## src/rtl/text_console_engine_if.sv

```systemverilog
// text_console_engine_if: key-event handshake and character RAM write port of the text console engine.
interface text_console_engine_if #(
    parameter int COL_W = 7,
    parameter int ROW_W = 6
);
    logic                   key_valid;
    logic                   key_ready;
    logic [2:0]             key_kind;
    logic [6:0]             key_char;
    logic                   ram_we;
    logic [ROW_W+COL_W-1:0] ram_addr;
    logic [6:0]             ram_din;
    modport master (
        output key_valid, key_kind, key_char,
        input  key_ready, ram_we, ram_addr, ram_din
    );
    modport slave (
        input  key_valid, key_kind, key_char,
        output key_ready, ram_we, ram_addr, ram_din
    );
endinterface

```

## src/rtl/text_console_engine.sv

```systemverilog
// text_console_engine: keyboard-driven text console with cursor, hardware scroll, line/screen clear and cursor blink.
module text_console_engine #(
    parameter int         COLS         = 128,
    parameter int         ROWS         = 48,
    parameter int         COL_W        = 7,
    parameter int         ROW_W        = 6,
    parameter logic [6:0] BLANK        = 7'h20,
    parameter bit         WRAP_MODE    = 1'b0,
    parameter int         BLINK_FRAMES = 30
) (
    input  logic                 clk,
    input  logic                 reset,
    text_console_engine_if.slave bus,
    input  logic                 frame_tick,
    output logic [COL_W-1:0]     cur_col,
    output logic [ROW_W-1:0]     cur_row,
    output logic [ROW_W-1:0]     top_row,
    output logic                 cursor_on
);
    localparam int               BW         = $clog2(BLINK_FRAMES + 1);
    localparam logic [COL_W-1:0] LAST_COL   = COL_W'(COLS - 1);
    localparam logic [ROW_W-1:0] LAST_ROW   = ROW_W'(ROWS - 1);
    localparam logic [COL_W:0]   NCOLS      = (COL_W+1)'(COLS);
    localparam logic [ROW_W:0]   NROWS      = (ROW_W+1)'(ROWS);
    localparam logic [BW-1:0]    BLINK_LAST = BW'(BLINK_FRAMES - 1);

    typedef enum logic [1:0] {IDLE, WRITE, CLR_LINE, CLR_ALL} state_t;
    typedef enum logic [2:0] {K_CHAR, K_LEFT, K_RIGHT, K_UP, K_DOWN, K_ENTER, K_BKSP, K_CLEAR} kind_t;

    state_t                 state, state_n;
    kind_t                  kind_q, kind_n;
    logic [6:0]             char_q, char_n, din_q, din_n;
    logic [COL_W-1:0]       col_n;
    logic [ROW_W-1:0]       row_n, top_n;
    logic [COL_W:0]         clr_col, clr_col_n;
    logic [ROW_W:0]         clr_row, clr_row_n;
    logic [BW-1:0]          blink_cnt, blink_n;
    logic [ROW_W+COL_W-1:0] addr_q, addr_n;
    logic                   we_q, we_n, on_n, newline, accept;

    function automatic logic [ROW_W-1:0] phys(input logic [ROW_W-1:0] top, input logic [ROW_W-1:0] row);
        logic [ROW_W:0] s;
        s = {1'b0, top} + {1'b0, row};
        return (s >= NROWS) ? ROW_W'(s - NROWS) : ROW_W'(s);
    endfunction

    assign accept        = (state == IDLE) && bus.key_valid;
    assign bus.key_ready = (state == IDLE);
    assign bus.ram_we    = we_q;
    assign bus.ram_addr  = addr_q;
    assign bus.ram_din   = din_q;

    // Two-cycle ops (CHAR, BKSP) use we_q as their phase: first cycle issues the write, second finishes.
    always_comb begin
        state_n   = state;
        kind_n    = kind_q;
        char_n    = char_q;
        col_n     = cur_col;
        row_n     = cur_row;
        top_n     = top_row;
        clr_col_n = clr_col;
        clr_row_n = clr_row;
        we_n      = 1'b0;
        addr_n    = addr_q;
        din_n     = BLANK;
        newline   = 1'b0;
        case (state)
            IDLE: if (accept) begin
                kind_n    = kind_t'(bus.key_kind);
                char_n    = bus.key_char;
                clr_col_n = '0;
                clr_row_n = '0;
                state_n   = (kind_t'(bus.key_kind) == K_CLEAR) ? CLR_ALL : WRITE;
            end
            WRITE: begin
                state_n = IDLE;
                case (kind_q)
                    K_CHAR: if (!we_q) begin
                        state_n = WRITE;
                        we_n    = 1'b1;
                        din_n   = char_q;
                        addr_n  = {phys(top_row, cur_row), cur_col};
                    end else begin
                        newline = (cur_col == LAST_COL);
                        col_n   = newline ? '0 : cur_col + 1'b1;
                    end
                    K_LEFT:  col_n = (cur_col == '0) ? cur_col : cur_col - 1'b1;
                    K_RIGHT: col_n = (cur_col == LAST_COL) ? cur_col : cur_col + 1'b1;
                    K_UP:    row_n = (cur_row == '0) ? cur_row : cur_row - 1'b1;
                    K_DOWN:  row_n = (cur_row == LAST_ROW) ? cur_row : cur_row + 1'b1;
                    K_ENTER: begin
                        col_n   = '0;
                        newline = 1'b1;
                    end
                    K_BKSP: if (!we_q) begin
                        state_n = WRITE;
                        we_n    = 1'b1;
                        col_n   = (cur_col != '0) ? cur_col - 1'b1 : (cur_row != '0) ? LAST_COL : '0;
                        row_n   = (cur_col == '0 && cur_row != '0) ? cur_row - 1'b1 : cur_row;
                        addr_n  = {phys(top_row, row_n), col_n};
                    end
                    default: ;
                endcase
                if (newline) begin
                    if (cur_row != LAST_ROW) row_n = cur_row + 1'b1;
                    else if (WRAP_MODE) row_n = '0;
                    else begin
                        top_n     = (top_row == LAST_ROW) ? '0 : top_row + 1'b1;
                        clr_col_n = '0;
                        state_n   = CLR_LINE;
                    end
                end
            end
            // top_row already points past the old top, so screen row ROWS-1 is the recycled line.
            CLR_LINE: if (clr_col == NCOLS) state_n = IDLE;
            else begin
                we_n      = 1'b1;
                addr_n    = {phys(top_row, LAST_ROW), clr_col[COL_W-1:0]};
                clr_col_n = clr_col + 1'b1;
            end
            CLR_ALL: if (clr_row == NROWS) begin
                state_n = IDLE;
                col_n   = '0;
                row_n   = '0;
                top_n   = '0;
            end else begin
                we_n      = 1'b1;
                addr_n    = {clr_row[ROW_W-1:0], clr_col[COL_W-1:0]};
                clr_col_n = (clr_col == NCOLS - 1'b1) ? '0 : clr_col + 1'b1;
                clr_row_n = (clr_col == NCOLS - 1'b1) ? clr_row + 1'b1 : clr_row;
            end
            default: state_n = IDLE;
        endcase
        on_n    = cursor_on;
        blink_n = blink_cnt;
        if (accept) begin
            on_n    = 1'b1;
            blink_n = '0;
        end else if (frame_tick) begin
            on_n    = (blink_cnt == BLINK_LAST) ? ~cursor_on : cursor_on;
            blink_n = (blink_cnt == BLINK_LAST) ? '0 : blink_cnt + 1'b1;
        end
    end

    always_ff @(posedge clk or posedge reset) begin
        if (reset) begin
            state     <= IDLE;
            kind_q    <= K_CHAR;
            char_q    <= '0;
            cur_col   <= '0;
            cur_row   <= '0;
            top_row   <= '0;
            clr_col   <= '0;
            clr_row   <= '0;
            we_q      <= 1'b0;
            addr_q    <= '0;
            din_q     <= '0;
            cursor_on <= 1'b1;
            blink_cnt <= '0;
        end else begin
            state     <= state_n;
            kind_q    <= kind_n;
            char_q    <= char_n;
            cur_col   <= col_n;
            cur_row   <= row_n;
            top_row   <= top_n;
            clr_col   <= clr_col_n;
            clr_row   <= clr_row_n;
            we_q      <= we_n;
            cursor_on <= on_n;
            blink_cnt <= blink_n;
            if (we_n) begin
                addr_q <= addr_n;
                din_q  <= din_n;
            end
        end
    end
endmodule

```

## src/flat_wrapper.sv

```systemverilog
// flat-port wrapper written by rule: the top's interface ports become plain ports
module text_console_engine_flat 
#(
    parameter int         COLS         = 128,
    parameter int         ROWS         = 48,
    parameter int         COL_W        = 7,
    parameter int         ROW_W        = 6,
    parameter logic [6:0] BLANK        = 7'h20,
    parameter bit         WRAP_MODE    = 1'b0,
    parameter int         BLINK_FRAMES = 30
)
  (clk, reset, frame_tick, cur_col, cur_row, top_row, cursor_on, bus_key_valid, bus_key_kind, bus_key_char, bus_key_ready, bus_ram_we, bus_ram_addr, bus_ram_din);
  text_console_engine_if #(.COL_W(COL_W), .ROW_W(ROW_W)) bus_i ();
  input  logic clk;
  input  logic reset;
  input  logic frame_tick;
  output logic [COL_W-1:0] cur_col;
  output logic [ROW_W-1:0] cur_row;
  output logic [ROW_W-1:0] top_row;
  output logic cursor_on;
  input wire logic [$bits(bus_i.key_valid)-1:0] bus_key_valid;
  input wire logic [$bits(bus_i.key_kind)-1:0] bus_key_kind;
  input wire logic [$bits(bus_i.key_char)-1:0] bus_key_char;
  output wire logic [$bits(bus_i.key_ready)-1:0] bus_key_ready;
  output wire logic [$bits(bus_i.ram_we)-1:0] bus_ram_we;
  output wire logic [$bits(bus_i.ram_addr)-1:0] bus_ram_addr;
  output wire logic [$bits(bus_i.ram_din)-1:0] bus_ram_din;
  assign bus_i.key_valid = bus_key_valid;
  assign bus_i.key_kind = bus_key_kind;
  assign bus_i.key_char = bus_key_char;
  assign bus_key_ready = bus_i.key_ready;
  assign bus_ram_we = bus_i.ram_we;
  assign bus_ram_addr = bus_i.ram_addr;
  assign bus_ram_din = bus_i.ram_din;
  text_console_engine #(.COLS(COLS), .ROWS(ROWS), .COL_W(COL_W), .ROW_W(ROW_W), .BLANK(BLANK), .WRAP_MODE(WRAP_MODE), .BLINK_FRAMES(BLINK_FRAMES)) u_core (.clk(clk), .reset(reset), .bus(bus_i), .frame_tick(frame_tick), .cur_col(cur_col), .cur_row(cur_row), .top_row(top_row), .cursor_on(cursor_on));
endmodule
```

## config.mk

```make
export PLATFORM = sky130hd
export DESIGN_NAME = text_console_engine_flat
export DESIGN_NICKNAME = d
export VERILOG_FILES = /design/src/rtl/text_console_engine_if.sv /design/src/rtl/text_console_engine.sv /design/src/flat_wrapper.sv
export SDC_FILE = /design/constraint.sdc
export NUM_CORES = 1
export LEC_CHECK = 0
export BUFFER_PORTS_ARGS = -buffer_cell sky130_fd_sc_hd__buf_2
export CAP_MARGIN = 20
export CORE_MARGIN = 2
export CORE_UTILIZATION = 60
export CTS_CLUSTER_SIZE = 20
export DETAILED_ROUTE_END_ITERATION = 6
export PLACE_DENSITY = 0.81
export SYNTH_ARGS = -nofsm -noshare
export SYNTH_HDL_FRONTEND = slang
export SYNTH_SLANG_ARGS = --single-unit
```

## constraint.sdc

```tcl
create_clock -name clk -period 7.6 [get_ports clk]
set_clock_uncertainty 0.2 [all_clocks]
set_input_delay 0.76 -clock clk [delete_from_list [all_inputs] [get_ports clk]]
set_output_delay 0.76 -clock clk [all_outputs]
set_load 0.01 [all_outputs]
```

Word-level counts from Yosys, hierarchy flattened
Cells that the tools add are included.
Cells by class
  add/sub/neg operators: 14
  multiply operators: 0
  div/mod/pow operators: 0
  magnitude comparators: 3
  eq/ne operators: 33
  shift operators: 0
  muxes and demuxes: 69
  bitwise logic cells: 1
  reductions and logical operators: 23
Operators with widths (number)
  7-bit two-way mux: 14
  6-bit two-way mux: 13
  13-bit two-way mux: 4
  8-bit two-way mux: 6
  13-bit one-hot mux with 3 select lines: 1
  7-bit one-hot mux with 5 select lines: 1
  8-bit one-hot mux with 4 select lines: 1
  7-bit one-hot mux with 2 select lines: 2
  13-bit one-hot mux with 2 select lines: 1
  6-bit one-hot mux with 2 select lines: 2
  7-bit by 6-bit greater-or-equal comparator with 1-bit output, second input constant: 3
  6-bit one-hot mux with 3 select lines: 1
  6-bit subtractor, second input constant: 3
  5-bit two-way mux: 3
  3-bit inequality test, second input constant: 5
  6-bit by 6-bit adder with 7-bit output: 2
  7-bit by 1-bit adder with 7-bit output, second input constant: 2
  2-bit two-way mux: 7
  7-bit AND reduction: 2
  6-bit by 1-bit adder with 6-bit output, second input constant: 2
  3-bit equality test, second input constant: 4
  6-bit equality test, second input constant: 2
  6-bit inequality test, second input constant: 2
  1-bit two-way mux: 10
  other kinds (35): 50
Storage, ports and cells
  register bits after elaboration: 73
  bits in latches: 0
  memory bits (writable): 0
  bits in read-only memories: 0
  input bits: 14
  output and inout port bits: 42
  logic and storage cells: 156
  memories kept: 0

Longest topological paths before layout
  depth in word-level cells: 9
  mapped depth: 19
  gate-level depth less buffers: 18

Least setup slack after synthesis
No wires, ideal clock.
  path kind: register -> register
  start: register u_core.cur_col[0]
  end: register u_core.addr_q[12], in the netlist u_core.bus.ram_addr[12]
  library setup time: 0.086 ns
  data arrival time: 3.852 ns
  required time: 7.314 ns
  slack: 3.462 ns
  cell stages (with the launch flop): 20
  buffers on the path: 2
  period minus slack after synthesis: 4.138 ns
  path through: dfrtp_1 > clkbuf_1 > inv_1 > ha_1 > nor3b_2 > nand2_1 > clkbuf_1 > nor2_1 > xnor2_1 > ha_1 > fa_1 > a21o_1 > a21oi_1 > xnor2_1 > ha_1 > and3_1 > a211oi_1 > o221ai_1 > o311a_1 > nor3_1
Between the ends
  cells in the longest elaborated chain, start to end: 9
  elaborated cells on any way between the ends: 10
  those cells by class: 2 x add/sub; 1 x order compare; 5 x mux; 2 x reduce/logical
RTL lines
  start, declared: line text_console_engine.sv:15  | output logic [COL_W-1:0] cur_col,
  start signal, assigned: line text_console_engine.sv:164  | cur_col <= col_n;
  7-bit logical NOT *: line text_console_engine.sv:99  | row_n = (cur_col == '0 && cur_row != '0) ? cur_row - 1'b1 : cur_row;
  1-bit logical AND *: line text_console_engine.sv:99
  6-bit two-way mux *: line text_console_engine.sv:99
  6-bit by 6-bit adder with 7-bit output *: line text_console_engine.sv:43  | s = {1'b0, top} + {1'b0, row};
  6-bit subtractor or 7-bit by 6-bit greater-or-equal comparator with 1-bit output (tied branches): line text_console_engine.sv:44  | return (s >= NROWS) ? ROW_W'(s - NROWS) : ROW_W'(s);
  6-bit two-way mux *: line text_console_engine.sv:44
  13-bit two-way mux *: line text_console_engine.sv:95  | K_BKSP: if (!we_q) begin
  13-bit one-hot mux with 2 select lines *: line text_console_engine.sv:77  | case (kind_q)
  13-bit one-hot mux with 3 select lines *: line text_console_engine.sv:67  | case (state)
  end signal, assigned: line text_console_engine.sv:173  | addr_q <= addr_n;
  end, declared: line text_console_engine.sv:38  | logic [ROW_W+COL_W-1:0] addr_q, addr_n;
Mark *: on every way between the ends. The rest lies on a longest branch, timed or not. The select of a mux whose other input is x is not followed.
A chain may end at the register's enable or synchronous reset.

Worst setup path after layout
Same ends and word-level chain as after synthesis.

==> summary.txt <==
Floorplan
  – Die Span X: 100 microns
  – Die Area: 10000 sq um
  – Die Y-Extent: 100 microns
  – Initial Utilization: between 60% and 70%
  – Std cell rows: 35
  – Core ar.: 9110 sq um
  – Top Ports: 56

Layout
  – Layout Utilization: 66.5%
  – Final cell count without fillers: 843
  – Area delta synth->final: 9.18%
  – Layout cells sized above 1: about an eighth
  – Number of antenna diodes: 0
  – Nets: 776

Synthesis
  – Synth Area per Inst: ~8.0 sq um
  – #FFs+latches synth: 73
  – Async set-reset flop share out of synthesis: 100%
  – Synth Instances: 695
  – Post-Syn Area: 5550 sq um
  – Number of synthesized flops with an enable pin: 0
  – Synthesized net count: 744
  – Synth Flop Type: dfrtp_1
  – Synth unique cells: between 70 and 80
  – Sequential share of the synthesized area: approximately a third
  – Syn. warnings: 0

Route
  – Via Count: between 5000 and 6000
  – DRC: 0
  – WL/cell: 17.8 microns
  – Total wire length: 15.0 mm
  – Number of antenna-violating nets in the routed design: 0
  – DR vias/cell: 6.48
  – Drt pass-1 iters: 5
  – First DRT Iteration DRCs: 392

Place
  – Dpl hpwl: 10.6 mm
  – IO buf count: 55
  – Dpl cells: approximately 830
  – Gpl congestion: 0.984

Setup path
  – Max stage delay on crit path: 0.53 ns
  – Crit. End Element: flop
  – Cells along the critical path: inv_1 -> ha_1 -> nor3b_2 -> nand2_1 -> nor2_1 -> xnor2_1 -> ha_1 -> fa_1 -> a21o_1 -> a21oi_1 -> xnor2_1 -> ha_1 -> and3_1 -> a211oi_1 -> o221ai_1 -> o311a_1 -> nor3_1
  – Setup Crit Path Kind: flop to flop
  – Worst setup SP type: flop
  – CP Data Arrival Time: between 4 and 5 ns
  – Critical Path Most Common Cell: ha_1
  – WP data required: 7.67 ns
  – Worst-path fanout max: 13
  – Slowest stage cell, crit path: dfrtp_1
  – Reg2Reg Depth: 17

CTS
  – Worst-Skew Late Latency: 0.35 ns
  – TritonCTS clock tree: yes
  – Post-CTS Setup Bufs: 0
  – CTS H-Tree Depth: 3
  – Reg clk slew, reported paths: about 0.09 ns
  – Resize count post-CTS: 0
  – CTS hold repair buffers: 0
  – Number of buffers created by CTS: 9
  – Root buf cell: clkbuf_8
  – Clock Sink Count: 73
  – Clock Tree Buf Depth: 2

Timing
  – FMAX: 222 MHz
  – Unrepaired setup endpoints after global routing: false
  – Setup TNS: 0 ns
  – Final hold vios: 0
  – Clock period minus final worst setup slack: 4.51 ns
  – Rel. slew slack: 38.6%
  – Final Max Slew Viols: 0
  – Slew @ Worst Pin: 0.921 ns
  – Fin crit share: 59.4%
  – Final setup violation count: 0

Power
  – Worst vdd rail ir drop: 141 uV
  – Total Power: 0.847 mW
  – Power Density: around 140 nW/um^2
  – Leakage: 2.78 nW

Global route
  – First-pass GRT wire length: 25.1 mm
  – Initial antenna violation count: 0
  – Total track usage: 31.0%
  – GRT overflow: 0
  – Vias in the first global route: between 5000 and 6000
  – Largest net degree at the start of global routing: 74

Run
  – Max_cap viols: 0

Status
  – Outcome: complete, no violations

Hold path
  – Hold Path Depth: 2
  – Hold Crit Class: flop to flop
[path summary, 6_finish.rpt]
path / end / from / slack [ns]
worst max-delay path: u_core.bus.ram_addr[12] / u_core.cur_col[0] / 3.09
worst min-delay path: u_core.bus.ram_addr[6] / u_core.bus.ram_addr[6] / 0.28
worst max register to register: u_core.bus.ram_addr[12] / u_core.cur_col[0] / 3.09
worst min register to register: u_core.bus.ram_addr[6] / u_core.bus.ram_addr[6] / 0.28
max in group asynchronous: u_core.cur_col[6] / reset / 6.12
min in group asynchronous: u_core.bus.ram_addr[0] / reset / 0.48
[per-stage QoR]
step	instance area, sq um	hold WS (ns)	setup slack, ns
after floorplan	5550	0.246	3.46
after global placement	5820	0.247	3.47
after detailed placement	5820	0.253	3.21
after CTS	6060	0.282	3.18
after global routing	6060	0.301	2.70
final	6060	0.278	3.09
[area by class of cell]
cell class	instances	area, sq um
clock buffers	10	138
clock inverters	6	97.6
fillers	763	3050
inverters	32	120
multi-input cells	553	3440
flip-flops and latches	73	1830
well taps	111	139
repair buffers	58	298
[power breakdown]
group	internal (mW)	switching [mW]	total, mW	leakage, nW
Clock	0.199	0.171	0.370	0.119
Combinational	0.0240	0.0299	0.0539	1.74
Sequential	0.404	0.0191	0.423	0.914
Total	0.627	0.220	0.847	2.78
[worst max-delay path: cells and delay by family (launching register included)]
family,cells,cell delay (ns)
flip-flops,1,0.53
AO/OA/AOI/OAI,5,1.06
AND/OR/NAND/NOR,5,1.17
buffers and inverters,1,0.13
adder cells (fa/ha/maj),4,1.07
XOR/XNOR,2,0.26
[synth_stat cells (3+ instances only)]
library cell  number  area share, %
o21ai_1           16            1.4
mux2_2             4           0.81
and3_1             9            1.0
dfrtp_1           72             32
nor2_1            65            4.4
a21oi_1           52            4.7
nand3_1           20            1.8
ha_1              33            7.4
nor3_1            18            1.6
o41ai_1            3           0.47
xor2_1             4           0.63
nor2b_1            8           0.90
inv_1             30            2.0
nand2_1           95            6.4
a22o_1             8            1.3
nor3b_1            4           0.54
o32ai_1            3           0.47
or3_1              7           0.79
o31ai_1            6           0.81
buf_2              9           0.81
a31oi_1            8           0.90
nor4_1             4           0.45
and2_1             3           0.34
o22ai_1            8           0.90
clkbuf_1          25            1.7
a311oi_1           4           0.63
nand2b_1           6           0.68
o211ai_1           7           0.95
a211oi_1           8            1.1
a211o_1            3           0.47
mux2i_1            3           0.54
a41oi_1            3           0.47
nand4_1            9            1.0
o21ai_0           62            5.6
o221ai_1           3           0.47
a21o_1             7           0.95
xnor2_1           21            3.3
[sequential cells by signal (all words and copies together) (netlist names), 6 cells and up]
register and cells:
u_core.cur_row 6, u_core.bus.ram_addr 13, u_core.char_q 7, u_core.clr_row 7, u_core.clr_col 8, u_core.bus.ram_din 7, u_core.top_row 6, u_core.cur_col 7
[layout by cell type, fill, tap and decap left out, drive strengths merged, types with 6 or more instances in the layout]
cell    netlist  routed
nand2b        6       6
dfrtp        72      72
nor3         18      18
xnor2        21      21
nor2b         8       8
clkbuf       26      10
o31ai         7       7
a21oi        53      53
o211ai        7       7
nand3        21      21
inv          32      34
nand2        95      95
a22o          8       8
nor3b         6       6
nand4         9       9
a21o          7       7
or3           7       7
buf          11      58
nor2         65      65
and3         10      10
o22ai         8       8
o21ai        78      78
ha           33      33
a211oi        8       8
a31oi         8       8
[routing by layer]
layer	part of all wire [%]	wire (microns)	track usage (%)	vias to the layer above
met4	1.6	234	9.80	0
met3	7.2	1080	5.15	27
met5	0	0	0	-
met1	43	6500	42.9	2600
met2	48	7200	50.1	253
li1	-	-	-	2584
[logic make-up after synthesis]
logic type / Yosys count / synth area share [%]
AO/OA/AOI/OAI: 224 / 25.8
XOR/XNOR: 25 / 3.95
adder cells (fa/ha/maj): 35 / 8.16
buffers and inverters: 69 / 5.10
flip-flops: 73 / 32.9
multiplexers: 8 / 1.56
AND/OR/NAND/NOR: 261 / 22.5
(Power assumes the default switching activity.)
